$ cat src/rtl/mem_access_pkg.sv
// Shared types for the memory access controller: FSM states, access modes
// and bus widths, plus small decode helpers used by the controller.
package mem_access_pkg;

    localparam int ADDR_W = 16;
    localparam int DATA_W = 16;

    typedef enum logic [2:0] {
        ST_IDLE,
        ST_IND_RD,
        ST_DATA_RD,
        ST_DATA_WR,
        ST_DONE
    } state_e;

    typedef enum logic [1:0] {
        MODE_LD  = 2'b00,
        MODE_ST  = 2'b01,
        MODE_LDI = 2'b10,
        MODE_STI = 2'b11
    } mode_e;

    // Bit 1 selects a pointer fetch, bit 0 selects a write.
    function automatic logic is_indirect(input mode_e m);
        return m[1];
    endfunction

    function automatic logic is_load(input mode_e m);
        return !m[0];
    endfunction

    function automatic logic is_access(input state_e s);
        return (s == ST_IND_RD) || (s == ST_DATA_RD) || (s == ST_DATA_WR);
    endfunction

endpackage

$ cat src/rtl/mem_access_if.sv
// Memory-side bus of the access controller: address/data, read/write
// strobes and the single-cycle completion acknowledge.
interface mem_access_if;
    import mem_access_pkg::*;

    logic [ADDR_W-1:0] mem_addr;
    logic [DATA_W-1:0] mem_din;
    logic [DATA_W-1:0] mem_dout;
    logic              mem_rd;
    logic              mem_wr;
    logic              mem_ack;

    modport master (
        output mem_addr, mem_din, mem_rd, mem_wr,
        input  mem_dout, mem_ack
    );

    modport slave (
        input  mem_addr, mem_din, mem_rd, mem_wr,
        output mem_dout, mem_ack
    );

endinterface

$ cat src/rtl/mem_wait_timer.sv
// Counts consecutive un-acknowledged cycles of one memory access and flags
// the cycle in which the WAIT_MAX-th such cycle occurs.
module mem_wait_timer #(
    parameter int WAIT_MAX = 15
) (
    input  logic clk,
    input  logic rst,
    input  logic clr,
    input  logic tick,
    output logic expired
);

    localparam int CNT_W = (WAIT_MAX < 2) ? 1 : $clog2(WAIT_MAX + 1);

    logic [CNT_W-1:0] cnt_q;
    logic [CNT_W-1:0] cnt_d;

    // The current tick is the last one allowed when WAIT_MAX-1 are already counted.
    assign expired = tick && (cnt_q == CNT_W'(WAIT_MAX - 1));

    always_comb begin
        cnt_d = cnt_q;
        if (clr) begin
            cnt_d = '0;
        end else if (tick) begin
            cnt_d = cnt_q + 1'b1;
        end
    end

    always_ff @(posedge clk) begin
        if (rst) begin
            cnt_q <= '0;
        end else begin
            cnt_q <= cnt_d;
        end
    end

endmodule

$ cat src/rtl/mem_access_ctrl.sv
// LD/ST/LDI/STI memory access sequencer with registered bus outputs.
// Optional access timeout is built when MEM_ACCESS_TIMEOUT_EN is defined.
module mem_access_ctrl
    import mem_access_pkg::*;
#(
    parameter int WAIT_MAX = 15
) (
    input  logic              clk,
    input  logic              rst,
    input  logic              start,
    input  logic [1:0]        mode,
    input  logic [ADDR_W-1:0] addr_in,
    input  logic [DATA_W-1:0] data_in,
    output logic [DATA_W-1:0] memout,
    output logic              enable_writeback,
    output logic              busy,
    output logic              done,
    output logic              err,
    mem_access_if.master      mem
);

    if (WAIT_MAX < 1) begin : g_wait_max_check
        $error("mem_access_ctrl: WAIT_MAX must be at least 1");
    end

    state_e            state_q, state_d;
    mode_e             mode_q, mode_d;
    logic [ADDR_W-1:0] addr_q, addr_d;
    logic [DATA_W-1:0] data_q, data_d;
    logic [ADDR_W-1:0] ptr_q, ptr_d;
    logic [DATA_W-1:0] memout_q, memout_d;
    logic              err_q, err_d;
    logic [ADDR_W-1:0] mem_addr_q, mem_addr_d;
    logic              mem_rd_q, mem_rd_d;
    logic              mem_wr_q, mem_wr_d;
    logic              done_q, done_d;
    logic              wb_q, wb_d;
    logic              expired;

`ifdef MEM_ACCESS_TIMEOUT_EN
    logic timer_tick;
    logic timer_clr;

    // Any state change restarts the count, so each access state begins at zero.
    assign timer_tick = is_access(state_q) && !mem.mem_ack;
    assign timer_clr  = (state_d != state_q);

    mem_wait_timer #(
        .WAIT_MAX (WAIT_MAX)
    ) u_wait_timer (
        .clk     (clk),
        .rst     (rst),
        .clr     (timer_clr),
        .tick    (timer_tick),
        .expired (expired)
    );
`else
    assign expired = 1'b0;
`endif

    always_comb begin
        state_d  = state_q;
        mode_d   = mode_q;
        addr_d   = addr_q;
        data_d   = data_q;
        ptr_d    = ptr_q;
        memout_d = memout_q;
        err_d    = err_q;

        unique case (state_q)
            ST_IDLE: begin
                if (start) begin
                    mode_d = mode_e'(mode);
                    addr_d = addr_in;
                    data_d = data_in;
                    err_d  = 1'b0;
                    if (is_indirect(mode_e'(mode))) begin
                        state_d = ST_IND_RD;
                    end else if (is_load(mode_e'(mode))) begin
                        state_d = ST_DATA_RD;
                    end else begin
                        state_d = ST_DATA_WR;
                    end
                end
            end
            ST_IND_RD: begin
                if (mem.mem_ack) begin
                    ptr_d   = mem.mem_dout;
                    state_d = is_load(mode_q) ? ST_DATA_RD : ST_DATA_WR;
                end else if (expired) begin
                    err_d   = 1'b1;
                    state_d = ST_DONE;
                end
            end
            ST_DATA_RD: begin
                if (mem.mem_ack) begin
                    memout_d = mem.mem_dout;
                    state_d  = ST_DONE;
                end else if (expired) begin
                    err_d   = 1'b1;
                    state_d = ST_DONE;
                end
            end
            ST_DATA_WR: begin
                if (mem.mem_ack) begin
                    state_d = ST_DONE;
                end else if (expired) begin
                    err_d   = 1'b1;
                    state_d = ST_DONE;
                end
            end
            ST_DONE: begin
                state_d = ST_IDLE;
            end
            default: begin
                state_d = ST_IDLE;
            end
        endcase

        // Bus outputs are decoded from the next state so they are registered.
        mem_rd_d   = (state_d == ST_IND_RD) || (state_d == ST_DATA_RD);
        mem_wr_d   = (state_d == ST_DATA_WR);
        done_d     = (state_d == ST_DONE);
        wb_d       = done_d && is_load(mode_q) && !err_d;
        mem_addr_d = addr_d;
        if (((state_d == ST_DATA_RD) || (state_d == ST_DATA_WR)) && is_indirect(mode_d)) begin
            mem_addr_d = ptr_d;
        end
    end

    always_ff @(posedge clk) begin
        if (rst) begin
            state_q    <= ST_IDLE;
            mode_q     <= MODE_LD;
            addr_q     <= '0;
            data_q     <= '0;
            ptr_q      <= '0;
            memout_q   <= '0;
            err_q      <= 1'b0;
            mem_addr_q <= '0;
            mem_rd_q   <= 1'b0;
            mem_wr_q   <= 1'b0;
            done_q     <= 1'b0;
            wb_q       <= 1'b0;
        end else begin
            state_q    <= state_d;
            mode_q     <= mode_d;
            addr_q     <= addr_d;
            data_q     <= data_d;
            ptr_q      <= ptr_d;
            memout_q   <= memout_d;
            err_q      <= err_d;
            mem_addr_q <= mem_addr_d;
            mem_rd_q   <= mem_rd_d;
            mem_wr_q   <= mem_wr_d;
            done_q     <= done_d;
            wb_q       <= wb_d;
        end
    end

    assign mem.mem_addr     = mem_addr_q;
    assign mem.mem_din      = data_q;
    assign mem.mem_rd       = mem_rd_q;
    assign mem.mem_wr       = mem_wr_q;
    assign memout           = memout_q;
    assign enable_writeback = wb_q;
    assign busy             = (state_q != ST_IDLE);
    assign done             = done_q;
    assign err              = err_q;

endmodule

$ cat src/flat_wrapper.sv
// flat-port wrapper written by rule: the top's interface ports become plain ports
module mem_access_ctrl_flat import mem_access_pkg::*;
#(
    parameter int WAIT_MAX = 15
)
  (clk, rst, start, mode, addr_in, data_in, memout, enable_writeback, busy, done, err, mem_mem_addr, mem_mem_din, mem_mem_rd, mem_mem_wr, mem_mem_dout, mem_mem_ack);
  mem_access_if mem_i ();
  input  logic clk;
  input  logic rst;
  input  logic start;
  input  logic [1:0] mode;
  input  logic [ADDR_W-1:0] addr_in;
  input  logic [DATA_W-1:0] data_in;
  output logic [DATA_W-1:0] memout;
  output logic enable_writeback;
  output logic busy;
  output logic done;
  output logic err;
  output wire logic [$bits(mem_i.mem_addr)-1:0] mem_mem_addr;
  output wire logic [$bits(mem_i.mem_din)-1:0] mem_mem_din;
  output wire logic [$bits(mem_i.mem_rd)-1:0] mem_mem_rd;
  output wire logic [$bits(mem_i.mem_wr)-1:0] mem_mem_wr;
  input wire logic [$bits(mem_i.mem_dout)-1:0] mem_mem_dout;
  input wire logic [$bits(mem_i.mem_ack)-1:0] mem_mem_ack;
  assign mem_mem_addr = mem_i.mem_addr;
  assign mem_mem_din = mem_i.mem_din;
  assign mem_mem_rd = mem_i.mem_rd;
  assign mem_mem_wr = mem_i.mem_wr;
  assign mem_i.mem_dout = mem_mem_dout;
  assign mem_i.mem_ack = mem_mem_ack;
  mem_access_ctrl #(.WAIT_MAX(WAIT_MAX)) u_core (.clk(clk), .rst(rst), .start(start), .mode(mode), .addr_in(addr_in), .data_in(data_in), .memout(memout), .enable_writeback(enable_writeback), .busy(busy), .done(done), .err(err), .mem(mem_i));
endmodule
$ cat config.mk
export PLATFORM = sky130hd
export DESIGN_NAME = mem_access_ctrl_flat
export DESIGN_NICKNAME = d
export VERILOG_FILES = /design/src/rtl/mem_access_pkg.sv /design/src/rtl/mem_access_if.sv /design/src/rtl/mem_wait_timer.sv /design/src/rtl/mem_access_ctrl.sv /design/src/flat_wrapper.sv
export SDC_FILE = /design/constraint.sdc
export NUM_CORES = 1
export LEC_CHECK = 0
export ABC_AREA = 0
export CORE_ASPECT_RATIO = 1.25
export CORE_UTILIZATION = 45
export CTS_CLUSTER_SIZE = 30
export DETAILED_ROUTE_END_ITERATION = 8
export PLACE_DENSITY_LB_ADDON = 0.3
export SYNTH_ARGS = -nofsm -noshare
export SYNTH_HDL_FRONTEND = slang
export SYNTH_SLANG_ARGS = --single-unit
$ cat constraint.sdc
create_clock -name clk -period 2.4 [get_ports clk]
set_input_delay 0.24 -clock clk [delete_from_list [all_inputs] [get_ports clk]]
set_output_delay 0.24 -clock clk [all_outputs]
set_load 0.05 [all_outputs]
Yosys cells after proc, flatten, opt, wreduce, memory -nomap -nowiden

Index checks and enable logic that the tools add are counted.

Flip-flop bits (word level): 90
Output and inout port bits: 54

Equality and inequality tests: 7
Reductions and logical operators: 12
Muxes and demuxes: 16

Operators by type and width:

| cell                 | count |
|---|---|
| $mux W16             | 5 |
| $eq A3 B2 Y1 const B | 4 |
| $mux W3              | 4 |
| $pmux W3 S3          | 1 |
| $eq A3 B1 Y1 const B | 2 |
| $mux W1              | 4 |
| $mux W2              | 2 |
| $reduce_and A2 Y1    | 2 |
| $eq A3 B3 Y1 const B | 1 |
| $logic_and A1 B1 Y1  | 3 |
| $logic_not A3 Y1     | 1 |
| $reduce_bool A3 Y1   | 1 |
| $logic_not A1 Y1     | 2 |
| $logic_or A1 B1 Y1   | 2 |
| $reduce_or A2 Y1     | 1 |

Depth between registers and ports, before layout

Gate-level depths: netlist of the first run.

Word-level depth: 8
Depth in mapped cells: 7
Depth with buffers taken out: 4

Least setup slack after synthesis of the first run

OpenSTA, ideal clock, no wires.

Path kind: register -> register
Start: register u_core.state_q[1]
End: register u_core.mem_addr_q[10], in the netlist u_core.mem.mem_addr[10]
Setup time: 0.121 ns
Slack: 0.578 ns
Required time: 2.279 ns
Arrival: 1.700 ns
Stages on the path, launching flop included: 8
Path buffers: 3
Path through: dfxtp_1 -> buf_6 -> nor4b_2 -> a211oi_2 -> or3_1 -> buf_6 -> buf_12 -> mux2_4

Cells in the longest elaborated chain, start to end: 7
Elaborated cells between the ends (all ways): 17
Classes of those cells: eq/ne: 5; mux: 8; reduce/logical: 4

RTL lines:

| element                    | line                   | text |
|---|---|---|
| start, declared            | mem_access_ctrl.sv:26  | `state_e state_q, state_d;` |
| start signal, assigned     | mem_access_ctrl.sv:146 | `state_q <= state_d;` |
| $eq A3 B2 Y1               | mem_access_ctrl.sv:70  | `unique case (state_q)` |
| $reduce_or A2 Y1 (no line) | -                      |  |
| $pmux W3 S3                | mem_access_ctrl.sv:70  |  |
| $eq A3 B2 Y1               | mem_access_ctrl.sv:126 | `if (((state_d == ST_DATA_RD) \|\| (state_d == ST_DATA_WR)) && is_indirect(mode_d)) begin` |
| $logic_or A1 B1 Y1         | mem_access_ctrl.sv:126 |  |
| $logic_and A1 B1 Y1        | mem_access_ctrl.sv:126 |  |
| $mux W16 *                 | mem_access_ctrl.sv:126 |  |
| end signal, assigned       | mem_access_ctrl.sv:153 | `mem_addr_q <= mem_addr_d;` |
| end, declared              | mem_access_ctrl.sv:33  | `logic [ADDR_W-1:0] mem_addr_q, mem_addr_d;` |

Every way passes the cells marked *; elsewhere a longest branch is shown, timed or not.
A chain may end at the register's enable or synchronous reset.

Worst setup path after layout of the first run

Start: register u_core.state_q[1]
End: output busy

Cells in the longest elaborated chain, start to end: 1

RTL lines:

| element            | line                   | text |
|---|---|---|
| $reduce_bool A3 Y1 | mem_access_ctrl.sv:167 | `assign busy = (state_q != ST_IDLE);` |
| end, declared      | flat_wrapper.sv:16     | `output logic busy;` |

Every way passes these cells.

==> results_dict.tcl, run 1 <==
set metrics [dict create \
    status "finished, final reports clean" \
    cts_resized 0 \
    tightest_slew_ns 0.606 \
    yosys_warnings 0 \
    dr.first_iter.drc_count 138 \
    finalHoldViolCount 0 \
    post-route-min-period_ns 2.23 \
    dp_hpwl_microns 5260 \
    ff_latch_area_sq_um 1800 \
    final_cell_mix "106 x clkdlybuf4s50_1, 102 x nand2_1, 90 x dfxtp_1" \
    setup_violations 0 \
    cap_violations 0 \
    cts_tree "built" \
    antenna_found_initial 0 \
    synthTopCellsByArea "dfxtp_1 56%, nand2_1 12%, a21oi_1 8.0%" \
    place_area_sq_um 4370 \
    vias 2664 \
    setup-tns-final_ns 0 \
    hold_class "input port to register" \
    initial_core_util_pct 46.3 \
    ir_worst_vdd_mv 0.445 \
    port-buffer-count 107 \
    grt_pass1_vias 2483 \
    clock-sinks 90 \
    finalCritPeriodShare_pct 93.0 \
    die_w_microns 77.5 \
    std_cell_rows 34 \
    grt_overflow 0 \
    worstSkewPairLatency_ns 0.36 \
    ios 108 \
    cts_buffer_depth 2 \
    fmax_ghz 0.448 \
    skew_ns 0.00879 \
    syn_to_final_growth_pct 42.7 \
    path_class "register to output pin" \
    nFillCells 572 \
    cts.htree.levels 3 \
    cts_buffers 9 \
    placedCellCount 523 \
    syn_avg_cell_area_sq_um 9.38 \
    cts-root-buf "clkbuf_8" \
    syn_area_sq_um 3210 \
    synth_nets 396 \
    ys_seq_area_share_pct 56.1 \
    synth_top_cell_area_share_pct 56.1 \
    die_area_sq_um 7480 \
    grt_pass1_wl_microns 11700 \
    die_h_microns 96.4 \
    maxSlewHeadroom_pct 59.6 \
    avgRoutedWirePerCell_microns 13.9 \
    gp_congestion 0.717 \
    drive_gt1_share_pct 10.5 \
    cp_max_fo 10 \
    drc 0 \
    yosysTopAreaCell "dfxtp_1" \
    nets 498 \
    cp.arrival_ns 1.99 \
    multi_input_area_sq_um 1290 \
    stdcell_count 539 \
    hold_buffers 0 \
    post_cts_buffers 0 \
    synth.ff_latch_count 90 \
    diodes 0 \
    synthDistinctLibCells 26 \
    wirelength_microns 7500 \
    coreArea_sq_um 6930 \
    syn_inst 342 \
    crit_path_start_kind "register" \
    required_ns 2.16 \
    drv_slew 0 \
    postRouteAntennaNets 0 \
    grt.total_usage_pct 20.8 \
    first_pass_iters 4 \
    rsz0062_at_grt "no" \
    final_area_sq_um 4580 \
    pwr_density_cell_nw_per_um2 739 \
    clk_pin_slew_ns 0.09 \
    grt_max_degree 54 \
    end_kind "output pin" \
    layout_commonest_cell "clkdlybuf4s50_1" \
    leakage_nw 1.73 \
    routed_via_density 4.94 \
]
## flip-flops by register name (all words and copies together), names as in the netlist
| register | cells |
|---|---|
| u_core.enable_writeback | 1 |
| u_core.addr_q | 16 |
| u_core.memout | 16 |
| u_core.mem.mem_wr | 1 |
| u_core.state_q | 3 |
| u_core.mem.mem_addr | 16 |
| u_core.mode_q | 2 |
| u_core.done | 1 |
| u_core.err | 1 |
| u_core.ptr_q | 16 |
| u_core.mem.mem_rd | 1 |
| u_core.mem.mem_din | 16 |
## power by group
part / total [W] / switching (W) / internal (W)
combinational: 0.000688 / 0.000405 / 0.000283
clock: 0.00107 / 0.000570 / 0.000501
sequential: 0.00163 / 0.0000422 / 0.00158
## cell type report
class                      count  share of cell area, %
sequential                    90                   39.4
multi-input combinational    226                   28.3
timing repair buffer         116                   25.3
clock buffer                   9                   2.71
tap                           90                   2.46
clock inverter                 7                   1.83
inverter                       1                 0.0820
## logic make-up (layout without fill, tap and decap cells)
logic type | Yosys count | in the layout | share of synthesized area [%]
simple gates | 138 | 138 | 18.4
flops | 90 | 90 | 56.1
compound gates | 55 | 55 | 8.89
mux | 33 | 33 | 12.1
buf+inv | 26 | 133 | 4.44
## stage by stage
stage / power (W) / hold slack (ns) / worst slack, ns / util [%]
after floorplan: 0.00208 / 0.376 / 0.578 / -
after global placement: 0.00234 / 0.439 / 0.194 / 63.0
after detailed placement: 0.00235 / 0.443 / 0.134 / 63.0
after CTS: 0.00341 / 0.315 / 0.156 / 66.0
after global routing: 0.00353 / 0.337 / 0.0868 / 66.0
final: 0.00338 / 0.327 / 0.169 / 66.0
## synthesized netlist by cell type (all sizes together)
cell    instances
nand2         102
dfxtp          90
a21oi          51
nor2           18
mux2i          17
mux2           16
clkbuf         13
buf            12
nor3            4
or3             3
and3b           2
nor2b           2
nor4b           2
o21ai           2
a211oi          1
a21boi          1
and4b           1
inv             1
nand3           1
nor3b           1
nor4bb          1
or4b            1
## path summary, 6_finish.rpt
path         slack, ns                            endpoint                          start  cells after the start
max               0.17                                busy   u_core.state_q[1]$_SDFF_PP0_                      2
min reg2reg       0.46       u_core.memout[7]$_SDFFE_PP0P_  u_core.memout[7]$_SDFFE_PP0P_                      2
max reg2reg       0.21   u_core.mem.mem_addr[5]$_SDFF_PP0_   u_core.state_q[1]$_SDFF_PP0_                      5
min               0.33  u_core.mem.mem_din[1]$_SDFFE_PP0P_                            rst                      3
## worst max-delay path: stages, from the launching register on
cell and delay (ns):
dfxtp_1 0.63, or3_1 0.20, clkdlybuf4s50_1 0.80
## layer usage
layer  part of all wire, %  wire length [microns]  global-route usage (%)
met4                   1.7                    127                    10.8
met5                     0                      0                       0
met1                    41                   3100                    23.2
met2                    51                   3810                    36.1
met3                   6.2                    464                    5.82
(Power assumes the default switching activity.)
==> inputs of run 2 (changes only) <==
SLEW_MARGIN = 10   (was default)
==> results of run 2 <==
Same layout as run 1: the final DEF is identical, and so are final timing and power.
==> inputs of run 3 (changes only) <==
CTS_BUF_LIST = sky130_fd_sc_hd__clkbuf_4 sky130_fd_sc_hd__clkbuf_8 sky130_fd_sc_hd__clkbuf_16   (was default)
==> results of run 3 <==
Same layout as run 1: the final DEF is identical, and so are final timing and power.
